<file path="config.mk">
export PLATFORM = sky130hd
export DESIGN_NAME = fir_reconf_param
export DESIGN_NICKNAME = d
export VERILOG_FILES = /design/src/rtl/fir_pkg.sv /design/src/rtl/fir_mac_lane.sv /design/src/rtl/fir_reconf_param.sv
export SDC_FILE = /design/constraint.sdc
export NUM_CORES = 2
export LEC_CHECK = 0
export CORE_AREA = 5 5 340 676
export DETAILED_ROUTE_END_ITERATION = 16
export DIE_AREA = 0 0 345 681
export SETUP_SLACK_MARGIN = 0.2
export SYNTH_ARGS = -nofsm -noshare
export SYNTH_HDL_FRONTEND = slang
export SYNTH_HIERARCHICAL = 1
export SYNTH_SLANG_ARGS = --single-unit
</file>
<file path="constraint.sdc">
create_clock -name iClk12M -period 5.6 [get_ports iClk12M]
set_clock_uncertainty 0.1 [all_clocks]
set_input_delay 1.12 -clock iClk12M [delete_from_list [all_inputs] [get_ports iClk12M]]
set_output_delay 1.12 -clock iClk12M [all_outputs]
set_load 0.01 [all_outputs]
</file>
<file path="src/rtl/fir_pkg.sv">
// Shared types and arithmetic helpers for the reconfigurable FIR filter.
package fir_pkg;

  typedef enum logic [1:0] {
    IDLE = 2'd0,
    RUN  = 2'd1,
    SUM  = 2'd2,
    OUT  = 2'd3
  } state_t;

  localparam int unsigned WIDE_W = 64;
  typedef logic signed [WIDE_W-1:0] wide_t;

  // Accumulator width that holds the full-precision sum of every tap product.
  function automatic int unsigned accW(input int unsigned inW, input int unsigned coefW,
                                       input int unsigned nBank, input int unsigned taps);
    return inW + coefW + $clog2(nBank * taps);
  endfunction

  // Clamp a signed value into the range of an outW-bit signed number.
  function automatic wide_t saturate(input wide_t acc, input int unsigned outW);
    wide_t hi;
    wide_t lo;
    wide_t res;
    hi  = (wide_t'(1) <<< (outW - 1)) - wide_t'(1);
    lo  = -hi - wide_t'(1);
    res = acc;
    if (acc > hi) begin
      res = hi;
    end else if (acc < lo) begin
      res = lo;
    end
    return res;
  endfunction

endpackage

</file>
<file path="src/rtl/fir_mac_lane.sv">
// One coefficient bank: TAPS-deep coefficient RAM, tap mux over its delay slice, signed MAC.
module fir_mac_lane
  import fir_pkg::*;
#(
  parameter int unsigned TAPS   = 10,
  parameter int unsigned IN_W   = 3,
  parameter int unsigned COEF_W = 16,
  parameter int unsigned ACC_W  = 25,
  localparam int unsigned TAP_W = $clog2(TAPS)
) (
  input  logic                     iClk,
  input  logic                     iRsn,
  input  logic                     iWrEn,
  input  logic [TAP_W-1:0]         iAddr,
  input  logic [COEF_W-1:0]        iWtData,
  input  logic                     iRunRd,
  input  logic                     iActive,
  input  logic                     iAccClr,
  input  logic [TAPS*IN_W-1:0]     iDlySlice,
  output logic [COEF_W-1:0]        oCoefRd_c,
  output logic signed [ACC_W-1:0]  oAcc
);

  localparam int unsigned PROD_W = IN_W + COEF_W;

  logic [COEF_W-1:0]        mem [TAPS];
  logic signed [COEF_W-1:0] coefQ;
  logic signed [IN_W-1:0]   tapQ;
  logic                     accVld;
  logic signed [IN_W-1:0]   tap_c;
  logic signed [PROD_W-1:0] prod_c;

  // Access-port view of the addressed coefficient, and the tap selected for this step.
  always_comb begin
    oCoefRd_c = mem[iAddr];
    tap_c     = iDlySlice[int'(iAddr) * IN_W +: IN_W];
    prod_c    = PROD_W'(coefQ) * PROD_W'(tapQ);
  end

  // Coefficient RAM with registered read, operand pipeline and accumulator.
  always_ff @(posedge iClk or negedge iRsn) begin
    if (!iRsn) begin
      for (int i = 0; i < int'(TAPS); i++) begin
        mem[i] <= '0;
      end
      coefQ  <= '0;
      tapQ   <= '0;
      accVld <= 1'b0;
      oAcc   <= '0;
    end else begin
      if (iWrEn) begin
        mem[iAddr] <= iWtData;
      end
      if (iRunRd) begin
        coefQ <= mem[iAddr];
        tapQ  <= tap_c;
      end
      accVld <= iRunRd && iActive;
      if (iAccClr) begin
        oAcc <= '0;
      end else if (accVld) begin
        oAcc <= oAcc + ACC_W'(prod_c);
      end
    end
  end

endmodule

</file>
<file path="src/rtl/fir_reconf_param.sv">
// Reconfigurable multi-bank FIR: sample FSM, delay line, coefficient access, lane sum, saturation.
module fir_reconf_param
  import fir_pkg::*;
#(
  parameter int unsigned N_BANK = 4,
  parameter int unsigned TAPS   = 10,
  parameter int unsigned IN_W   = 3,
  parameter int unsigned COEF_W = 16,
  parameter int unsigned OUT_W  = 16,
  parameter int unsigned SHIFT  = 0,
  localparam int unsigned BANK_W = (N_BANK > 1) ? $clog2(N_BANK) : 1,
  localparam int unsigned TAP_W  = $clog2(TAPS)
) (
  input  logic                    iClk12M,
  input  logic                    iRsn,
  input  logic                    iEnSample,
  input  logic signed [IN_W-1:0]  iFirIn,
  input  logic [BANK_W-1:0]       iNumBank,
  input  logic                    iCoeffWr,
  input  logic                    iCoeffRd,
  input  logic [BANK_W-1:0]       iBankSel,
  input  logic [TAP_W-1:0]        iCoeffAddr,
  input  logic [COEF_W-1:0]       iWtDtRam,
  output logic [COEF_W-1:0]       oRdDtRam,
  output logic                    oRdValid,
  output logic [OUT_W-1:0]        oFirOut,
  output logic                    oFirValid,
  output logic                    oBusy,
  output logic                    oOverrun,
  output logic                    oCoeffReject
);

  localparam int unsigned ACC_W = accW(IN_W, COEF_W, N_BANK, TAPS);
  localparam int unsigned DLY_W = N_BANK * TAPS * IN_W;
  localparam int unsigned CNT_W = $clog2(TAPS + 1);

  state_t                  state;
  state_t                  stateNext;
  logic [CNT_W-1:0]        tapCnt;
  logic [DLY_W-1:0]        dly;
  logic [BANK_W-1:0]       numBank;
  logic signed [ACC_W-1:0] sumReg;
  logic signed [ACC_W-1:0] laneAcc [N_BANK];
  logic [COEF_W-1:0]       laneCoef [N_BANK];

  logic                    idle_c;
  logic                    accept_c;
  logic                    accessOk_c;
  logic                    wrOk_c;
  logic                    rdOk_c;
  logic                    runRd_c;
  logic                    accClr_c;
  logic [TAP_W-1:0]        laneAddr_c;
  logic signed [ACC_W-1:0] sumAll_c;

  // Sample acceptance and coefficient access decode.
  always_comb begin
    idle_c     = (state == IDLE);
    accept_c   = iEnSample && idle_c;
    accessOk_c = idle_c && !iEnSample &&
                 (32'(iBankSel) < N_BANK) && (32'(iCoeffAddr) < TAPS);
    wrOk_c     = iCoeffWr && accessOk_c;
    rdOk_c     = iCoeffRd && !iCoeffWr && accessOk_c;
  end

  // State register.
  always_ff @(posedge iClk12M or negedge iRsn) begin
    if (!iRsn) begin
      state <= IDLE;
    end else begin
      state <= stateNext;
    end
  end

  // Next-state logic: RUN covers TAPS reads plus one drain cycle for the last product.
  always_comb begin
    stateNext = state;
    case (state)
      IDLE: if (iEnSample) stateNext = RUN;
      RUN:  if (tapCnt == CNT_W'(TAPS)) stateNext = SUM;
      SUM:  stateNext = OUT;
      OUT:  stateNext = IDLE;
      default: stateNext = IDLE;
    endcase
  end

  // FSM control outputs to the lanes.
  always_comb begin
    runRd_c    = 1'b0;
    accClr_c   = 1'b0;
    laneAddr_c = iCoeffAddr;
    case (state)
      RUN: begin
        runRd_c    = (tapCnt < CNT_W'(TAPS));
        laneAddr_c = TAP_W'(tapCnt);
      end
      OUT:     accClr_c = 1'b1;
      default: ;
    endcase
  end

  // Lane array; lanes above the latched bank count never accumulate.
  for (genvar b = 0; b < int'(N_BANK); b++) begin : gLane
    fir_mac_lane #(
      .TAPS   (TAPS),
      .IN_W   (IN_W),
      .COEF_W (COEF_W),
      .ACC_W  (ACC_W)
    ) uLane (
      .iClk      (iClk12M),
      .iRsn      (iRsn),
      .iWrEn     (wrOk_c && (32'(iBankSel) == 32'(b))),
      .iAddr     (laneAddr_c),
      .iWtData   (iWtDtRam),
      .iRunRd    (runRd_c),
      .iActive   (32'(b) <= 32'(numBank)),
      .iAccClr   (accClr_c),
      .iDlySlice (dly[b*TAPS*IN_W +: TAPS*IN_W]),
      .oCoefRd_c (laneCoef[b]),
      .oAcc      (laneAcc[b])
    );
  end

  // Adder tree over the lane accumulators.
  always_comb begin
    sumAll_c = '0;
    for (int b = 0; b < int'(N_BANK); b++) begin
      sumAll_c = sumAll_c + laneAcc[b];
    end
  end

  // Datapath registers, outputs and status pulses.
  always_ff @(posedge iClk12M or negedge iRsn) begin
    if (!iRsn) begin
      tapCnt       <= '0;
      dly          <= '0;
      numBank      <= '0;
      sumReg       <= '0;
      oFirOut      <= '0;
      oFirValid    <= 1'b0;
      oBusy        <= 1'b0;
      oOverrun     <= 1'b0;
      oCoeffReject <= 1'b0;
      oRdValid     <= 1'b0;
      oRdDtRam     <= '0;
    end else begin
      if (accept_c) begin
        tapCnt  <= '0;
        dly     <= {dly[DLY_W-IN_W-1:0], iFirIn};
        numBank <= iNumBank;
      end else if (runRd_c || (state == RUN)) begin
        tapCnt <= tapCnt + CNT_W'(1);
      end
      if (state == SUM) begin
        sumReg <= sumAll_c;
      end
      if (state == OUT) begin
        oFirOut <= OUT_W'(saturate(wide_t'(sumReg) >>> SHIFT, OUT_W));
      end
      oFirValid    <= (state == OUT);
      oBusy        <= (stateNext != IDLE) || (state == OUT);
      oOverrun     <= iEnSample && !idle_c;
      oCoeffReject <= (iCoeffWr || iCoeffRd) && !accessOk_c;
      oRdValid     <= rdOk_c;
      if (rdOk_c) begin
        oRdDtRam <= laneCoef[iBankSel];
      end
    end
  end

endmodule

</file>
# [After elaboration in Yosys (flattened, before gate mapping)]
# Index checks and enable logic that the tools add are counted.
[classes] n_mul=5 addsub=8 n_div=0 bitwise_logic=2 mux=39 magnitude_cmp=10 eq_ne=7 n_reduce_logical=31 shift=4
[op_table] operator="$bwmux W160" n=4
[op_table] operator="$bmux W16 S4" n=4
[op_table] operator="$mux W16" n=13
[op_table] operator="$mux W25" n=8
[op_table] operator="$shiftx A30 B7 Y3" n=4
[op_table] operator="$add A25 B19 Y25" n=4
[op_table] operator="$mul A16 B3 Y19" n=4
[op_table] operator="$add A25 B25 Y25" n=3
[op_table] operator="$demux W16 S4" n=1
[op_table] operator="$bmux W16 S2" n=1
[op_table] operator="$gt A25 B16 Y1 const B" n=1
[op_table] operator="$lt A25 B16 Y1 const B" n=1
[op_table] operator="$logic_and A1 B1 Y1" n=16
[op_table] operator="$mux W4" n=3
[op_table] operator="$reduce_bool A2 Y1" n=6
[op_table] operator="$eq A2 B2 Y1 const B" n=4
[op_table] operator="$lt A4 B4 Y1 const B" n=2
[op_table] operator="$pmux W2 S4" n=1
[op_table] operator="$mul A4 B2 Y6 const B" n=1
[op_table] operator="$ge A5 B5 Y1 const B" n=1
[op_table] operator="$lt A5 B1 Y1 const B" n=1
[op_table] operator="$not A4 Y5" n=1
[op_table] operator="$add A4 B1 Y4 const B" n=1
[op_table] operator="$eq A2 B1 Y1 const B" n=2
[op_table] operator="other kinds (10)" n=19
[totals] ramBits=0 inputBits=32 rom_bits=0 latchBits=0 n_memories=0 reg_bits=1010

# [Longest topological paths before layout]
[depth] depth_word=9 depth_mapped=17 depth_no_buf=16

# [Modules after synthesis]
# Netlist, hierarchy kept.
[by_module_without_submodules] module="fir_mac_lane (gLane[2].uLane ...)" n_inst=2 area_each_um2=11980.2 cells_each=939
[by_module_without_submodules] module="fir_mac_lane (gLane[1].uLane)" n_inst=1 area_each_um2=11806.3 cells_each=891
[by_module_without_submodules] module="fir_mac_lane (gLane[0].uLane)" n_inst=1 area_each_um2=11737.5 cells_each=892
[by_module_without_submodules] module="fir_reconf_param" n_inst=1 area_each_um2=10375.0 cells_each=1160

# [Worst setup path before layout]
# OpenSTA, ideal clock, no wires.
[synth_path] kind="flip-flop to flip-flop" start="register gLane[0].uLane.tapQ[2]" end="register gLane[0].uLane.oAcc[23]" period_less_slack_ns=4.370 path_stages_with_launch=17 t_arrival_ns=4.193 path_slack_ns=1.230 path_cell_list="dfrtp_1 > inv_1 > buf_1 > nor2_1 > fa_1 > fa_1 > ha_1 > ha_1 > buf_6 > a21o_1 > a2111oi_2 > a21boi_2 > o21ai_2 > a2111oi_4 > o21a_1 > o21ai_1 > a21oi_1"
[synth_between] elab_chain_cells=4
[synth_lines] item="start, declared" line_no="fir_mac_lane.sv:28" rtl="logic signed [IN_W-1:0] tapQ;"
[synth_lines] item="start signal, assigned" line_no="fir_mac_lane.sv:56" rtl="tapQ <= tap_c;"
[synth_lines] item="$mul A16 B3 Y19" line_no="fir_mac_lane.sv:37" rtl="prod_c = PROD_W'(coefQ) * PROD_W'(tapQ);"
[synth_lines] item="$add A25 B19 Y25" line_no="fir_mac_lane.sv:62" rtl="oAcc <= oAcc + ACC_W'(prod_c);"
[synth_lines] item="$mux W25" line_no="fir_mac_lane.sv:61" rtl="end else if (accVld) begin"
[synth_lines] item="$mux W25" line_no="fir_mac_lane.sv:59" rtl="if (iAccClr) begin"
[synth_lines] item="end signal, assigned" line_no="fir_mac_lane.sv:62"
[synth_lines] item="end, declared" line_no="fir_mac_lane.sv:21" rtl="output logic signed [ACC_W-1:0] oAcc"
# Every way passes these cells. The select of a mux whose other input is x is not followed.
# A chain may end at the register's enable or synchronous reset.

# [Worst setup path after layout]
[layout_path] start="register gLane[2].uLane.tapQ[1]" end="register gLane[2].uLane.oAcc[20]"
[layout_between] elab_chain_cells=4
[layout_lines] item="start, declared" line_no="fir_mac_lane.sv:28"
[layout_lines] item="start signal, assigned" line_no="fir_mac_lane.sv:56"
[layout_lines] item="$mul A16 B3 Y19" line_no="fir_mac_lane.sv:37"
[layout_lines] item="$add A25 B19 Y25" line_no="fir_mac_lane.sv:62"
[layout_lines] item="$mux W25" line_no="fir_mac_lane.sv:61"
[layout_lines] item="$mux W25" line_no="fir_mac_lane.sv:59"
[layout_lines] item="end signal, assigned" line_no="fir_mac_lane.sv:62"
[layout_lines] item="end, declared" line_no="fir_mac_lane.sv:21"
# Every way passes these cells. The select of a mux whose other input is x is not followed.

==> flow_summary.html <==
<table>
<tr><th>Metric</th><th>Value</th></tr>
<tr><th colspan="2">Run status</th></tr>
<tr><td>Result of the run</td><td>finished clean</td></tr>
<tr><th colspan="2">Final layout</th></tr>
<tr><td>Layout-stage area growth over the synthesis result</td><td>13.12%</td></tr>
<tr><td>Post-Layout Cell Count</td><td>7,876</td></tr>
<tr><td>Final net count</td><td>5,286</td></tr>
<tr><td>Ratio of cells with drive above 1 in the final layout</td><td>0.2619</td></tr>
<tr><td>Fill cell total of the finished layout</td><td>22,980</td></tr>
<tr><th colspan="2">Floorplanning</th></tr>
<tr><td>Die ar.</td><td>234,900 um^2</td></tr>
<tr><td>Area inside the core boundary</td><td>224,100 um^2</td></tr>
<tr><td>DIE HEIGHT</td><td>681 um</td></tr>
<tr><td>Number of I/O pins</td><td>69</td></tr>
<tr><td>Die boundary width</td><td>345 um</td></tr>
<tr><td>Initial cell density of the core</td><td>0.2583</td></tr>
<tr><td>Count of standard-cell rows</td><td>246</td></tr>
<tr><th colspan="2">Routing</th></tr>
<tr><td>Residual DRC count</td><td>0</td></tr>
<tr><td>First-pass iteration count of the detailed router</td><td>5</td></tr>
<tr><td>Average wire per cell in the routed design</td><td>21.42 um</td></tr>
<tr><td>Residual antenna-violating net count after detailed routing</td><td>0</td></tr>
<tr><td>Iteration-0 DRC count of the detailed router</td><td>2,415</td></tr>
<tr><td>Routed via count</td><td>38,035</td></tr>
<tr><td>Average vias per placed instance</td><td>4.829</td></tr>
<tr><td>Detailed Route WL</td><td>168.7 mm</td></tr>
<tr><th colspan="2">Setup path</th></tr>
<tr><td>Standard cell with the maximum stage delay on the critical path</td><td>sky130_fd_sc_hd__dfrtp_1</td></tr>
<tr><td>Max FO, Critical Path</td><td>17</td></tr>
<tr><td>Cells on worst reg2reg path</td><td>14</td></tr>
<tr><td>Crit path top cell by count</td><td>sky130_fd_sc_hd__fa_1</td></tr>
<tr><td>Source of the worst register-to-register timing path</td><td>gLane[2].uLane/tapQ[1]$_DFFE_PN0P_</td></tr>
<tr><td>Type of destination of the critical path</td><td>register</td></tr>
<tr><td>Arrival time at the worst endpoint</td><td>5330 ps</td></tr>
<tr><td>Worst Path Class, Setup</td><td>reg2reg</td></tr>
<tr><td>Critical path capture point</td><td>gLane[2].uLane/oAcc[20]$_DFFE_PN0P_</td></tr>
<tr><td>Endpoint required time on the critical path</td><td>6100 ps</td></tr>
<tr><td>Timing startpoint of the critical path</td><td>gLane[2].uLane/tapQ[1]$_DFFE_PN0P_</td></tr>
<tr><td>Ordered list of cells on the worst path</td><td>nand2_1 &gt; fa_1 &gt; fa_1 &gt; fa_1 &gt; inv_1 &gt; ha_1 &gt; inv_1 &gt; fa_1 &gt; nand2b_1 &gt; a21o_1 &gt; a2111o_1 &gt; a21o_1 &gt; a2111oi_0 &gt; nand3b_1</td></tr>
<tr><td>Register-to-register setup slack</td><td>770 ps</td></tr>
<tr><td>Reg-to-Reg End</td><td>gLane[2].uLane/oAcc[20]$_DFFE_PN0P_</td></tr>
<tr><td>Biggest cell delay along the critical path</td><td>630 ps</td></tr>
<tr><td>Setup crit start kind</td><td>register</td></tr>
<tr><th colspan="2">Power and ir drop</th></tr>
<tr><td>Power density normalized to cell area</td><td>417.9 nW/um^2</td></tr>
<tr><td>Maximum vdd drop</td><td>0.3959 mV</td></tr>
<tr><td>Leak</td><td>31.34 nW</td></tr>
<tr><th colspan="2">Clocking</th></tr>
<tr><td>Clock transition at the register clock pins on the worst setup and hold paths after CTS</td><td>70 ps</td></tr>
<tr><td>Clock tree from TritonCTS</td><td>built</td></tr>
<tr><td>Number of sinks driven by the clock tree</td><td>1,010</td></tr>
<tr><td>Hold-fix buffers at CTS</td><td>0</td></tr>
<tr><td>Clock network latency to the later pin of the worst-skew pair</td><td>700 ps</td></tr>
<tr><td>Number of buffers added for setup after CTS</td><td>0</td></tr>
<tr><td>CTS H-Tree Depth</td><td>3</td></tr>
<tr><td>Clock root buffer</td><td>sky130_fd_sc_hd__clkbuf_16</td></tr>
<tr><td># resized after CTS</td><td>0</td></tr>
<tr><td>Maximum buffer depth of the clock tree</td><td>3</td></tr>
<tr><td>CTS buffer count</td><td>89</td></tr>
<tr><th colspan="2">STA</th></tr>
<tr><td>Final Setup Violations</td><td>0</td></tr>
<tr><td>Total count of max-transition violations in the final report</td><td>0</td></tr>
<tr><td>Max Freq</td><td>0.2071 GHz</td></tr>
<tr><td>Final Cycle Share</td><td>0.8623</td></tr>
<tr><td>Setup TNS after final layout</td><td>0 ps</td></tr>
<tr><td>Worst-case headroom to the max-slew limit</td><td>0.2282</td></tr>
<tr><td>Final Hold Violating Endpoints</td><td>0</td></tr>
<tr><td>Transition at the pin with the smallest max-transition slack</td><td>1155 ps</td></tr>
<tr><td>Final critical delay including setup and external delays</td><td>4829 ps</td></tr>
<tr><td>RSZ-0062 raised after global routing</td><td>false</td></tr>
<tr><th colspan="2">GRT</th></tr>
<tr><td>Antenna violations before repair</td><td>7</td></tr>
<tr><td>Pin count of the biggest net entering global routing</td><td>141</td></tr>
<tr><td>Global-route wire length before repair</td><td>259.7 mm</td></tr>
<tr><td>Overall global routing resource usage</td><td>0.1421</td></tr>
<tr><td>Number of global-route vias before repair</td><td>41,823</td></tr>
<tr><td>Residual overflow from global routing</td><td>0</td></tr>
<tr><th colspan="2">Logic synthesis</th></tr>
<tr><td>Number of distinct standard cells referenced by the synthesized netlist</td><td>96</td></tr>
<tr><td>Compound-Gate Fraction of Synth Area</td><td>0.06771</td></tr>
<tr><td>Post-Synthesis Cell Area</td><td>57,880 um^2</td></tr>
<tr><td>Most instantiated flip-flop cell in the synthesis netlist</td><td>sky130_fd_sc_hd__dfrtp_1</td></tr>
<tr><td>Number of register bits inferred by synthesis</td><td>1,010</td></tr>
<tr><td>Mux cell area share after synthesis</td><td>0.2369</td></tr>
<tr><td>Synth Instances</td><td>4,821</td></tr>
<tr><td>Cell types with the largest area share after synthesis</td><td>sky130_fd_sc_hd__dfrtp_1, sky130_fd_sc_hd__mux2_2, sky130_fd_sc_hd__fa_1, sky130_fd_sc_hd__mux4_2, sky130_fd_sc_hd__ha_1</td></tr>
<tr><td>Yosys warns</td><td>6</td></tr>
<tr><td>Main combinational cell family by area after synthesis</td><td>multiplexers</td></tr>
<tr><td>Post-synthesis share of cell area spent on xor and xnor gates</td><td>0.01105</td></tr>
<tr><td>Share of synthesized cell area in full adder, half adder and majority cells</td><td>0.1185</td></tr>
<tr><td>Async set-or-reset flop fraction in the synthesized netlist</td><td>1.000</td></tr>
<tr><td>Sequential fraction of the synthesis area</td><td>0.4367</td></tr>
<tr><td>EDFF count, synth</td><td>0</td></tr>
<tr><td>Simple-Gate Fraction of Synth Area</td><td>0.09084</td></tr>
<tr><td>Synth area leader</td><td>sky130_fd_sc_hd__dfrtp_1</td></tr>
<tr><td>Synth Area per Inst</td><td>12.01 um^2</td></tr>
<tr><td>Synthesized netlist net count</td><td>5,279</td></tr>
<tr><td>Area fraction of the dominant cell type after synthesis</td><td>0.4367</td></tr>
<tr><th colspan="2">Min path</th></tr>
<tr><td>Path type of the worst min-delay path</td><td>in2async</td></tr>
<tr><th colspan="2">Placement</th></tr>
<tr><td>Input/output buffers</td><td>68</td></tr>
<tr><td>Placed Cells incl. Taps</td><td>7,713</td></tr>
<tr><td>RePlAce Congestion</td><td>0.8797</td></tr>
<tr><td>Post-detail-place hpwl</td><td>125.4 mm</td></tr>
<tr><th colspan="2">Run</th></tr>
<tr><td>Max Cap Viol</td><td>0</td></tr>
</table>
==> synth_stat cells (22+ instances only) <==
| cell type | number |
|---|---|
| sky130_fd_sc_hd__a211oi_1 | 22 |
| sky130_fd_sc_hd__dfrtp_1 | 1010 |
| sky130_fd_sc_hd__nand3_1 | 55 |
| sky130_fd_sc_hd__o21a_1 | 24 |
| sky130_fd_sc_hd__o22ai_1 | 53 |
| sky130_fd_sc_hd__and2_1 | 133 |
| sky130_fd_sc_hd__nand4_1 | 29 |
| sky130_fd_sc_hd__inv_1 | 231 |
| sky130_fd_sc_hd__xnor2_1 | 52 |
| sky130_fd_sc_hd__mux2i_1 | 157 |
| sky130_fd_sc_hd__buf_1 | 79 |
| sky130_fd_sc_hd__buf_2 | 66 |
| sky130_fd_sc_hd__nand2b_1 | 23 |
| sky130_fd_sc_hd__o211ai_1 | 22 |
| sky130_fd_sc_hd__mux4_2 | 168 |
| sky130_fd_sc_hd__clkbuf_1 | 141 |
| sky130_fd_sc_hd__nand2_1 | 536 |
| sky130_fd_sc_hd__ha_1 | 222 |
| sky130_fd_sc_hd__nor2_1 | 228 |
| sky130_fd_sc_hd__mux2_2 | 742 |
| sky130_fd_sc_hd__a21o_1 | 31 |
| sky130_fd_sc_hd__a21oi_1 | 139 |
| sky130_fd_sc_hd__fa_1 | 204 |
| sky130_fd_sc_hd__nor3_1 | 24 |
| sky130_fd_sc_hd__o21ai_0 | 76 |
==> metrics by stage <==
stage / setup WS, ps / cell area (um^2) / hold slack, ps / util / power, mW
4_1_cts: 772.2 / 65470 / 378.4 / 0.2922 / 27.64
5_1_grt: 408.3 / 65470 / 390.7 / 0.2922 / 29.01
3_3_place_gp: 609.6 / 62390 / 358.5 / 0.2784 / 20.70
2_1_floorplan: 1230 / 57880 / 337.6 / - / 17.08
6_report: 771.3 / 65480 / 360.5 / 0.2922 / 27.36
3_5_place_dp: 616.9 / 62390 / 364.5 / 0.2784 / 20.95
==> cells by family (layout without fill, tap and decap cells) <==
family | Yosys count | in the layout
xor+xnor | 73 | 73
flops | 1010 | 1010
fa+ha+maj | 426 | 426
buf+inv | 543 | 620
simple gates | 1141 | 1141
mux | 1067 | 1067
other cells | 1 | 3
compound gates | 560 | 560
==> how the worst min path moves through the flow <==
stage	start	end	slack, ps	cells after the start
after global routing	sumReg[6]$_DFFE_PN0P_	sumReg[6]$_DFFE_PN0P_	390	2
after detailed placement	sumReg[6]$_DFFE_PN0P_	sumReg[6]$_DFFE_PN0P_	360	2
after floorplan	sumReg[6]$_DFFE_PN0P_	sumReg[6]$_DFFE_PN0P_	340	2
after global placement	sumReg[6]$_DFFE_PN0P_	sumReg[6]$_DFFE_PN0P_	360	2
final	iRsn	dly[53]$_DFFE_PN0P_	360	1
after CTS	iRsn	dly[44]$_DFFE_PN0P_	380	1
==> state kept, by name (all words and copies together), names as in the netlist <==
name                count
oRdValid                1
dly                   120
gLane.uLane/coefQ      64
oBusy                   1
gLane.uLane/mem       640
oOverrun                1
oFirValid               1
oCoeffReject            1
gLane.uLane/oAcc      100
numBank                 2
sumReg                 25
oRdDtRam               16
state                   2
gLane.uLane/accVld      4
tapCnt                  4
oFirOut                16
gLane.uLane/tapQ       12
==> cells in the final DEF, fill, tap and decap left out, drive strengths merged, types with 22 or more instances in the layout <==
cell type and n:
dfrtp 1010, mux2 742, nand2 537, inv 235, nor2 228, ha 222, fa 204, mux4 168
mux2i 157, buf 156, a21oi 141, and2 133, clkbuf 118, o21ai 83, clkdlybuf4s50 66, nand3 55
o22ai 53, xnor2 52, a21o 32, nor3 30, nand4 29, clkinv 28, o211ai 26, o21a 24
a211oi 24, nand2b 23, or3 22
==> worst max-delay path, delay by kind of cell (launching register included) <==
family / cells / cell delay, ps
buffers and inverters: 2 / 140
flip-flops: 1 / 630
AO/OA/AOI/OAI: 4 / 1340
AND/OR/NAND/NOR: 3 / 480
adder cells (fa/ha/maj): 5 / 2040
==> layout make-up <==
type,instances,area [um^2],share of cell area
inverter,237,889.6,0.01359
tap,2976,3724,0.05687
clock inverter,43,596.8,0.009115
clock buffer,118,2486,0.03797
multi-input combinational,3268,30490,0.4656
antenna,2,5.005,0.00007644
sequential,1010,25270,0.3860
timing repair buffer,222,2012,0.03073
==> metal layers <==
metal	share of wire	GRT usage	vias to the layer above
li1	-	-	16926
met1	0.35	0.1456	19949
met2	0.54	0.2690	793
met3	0.032	0.01732	367
met4	0.080	0.09522	0
met5	0	0	-
==> power breakdown <==
group	switching, mW	internal [mW]	leakage, nW
combinational	6.97	4.56	16.0
sequential	0.925	8.29	13.9
clock	2.99	3.63	1.49
total	10.9	16.5	31.3
Note: power is estimated with default switching activity, not from simulation.
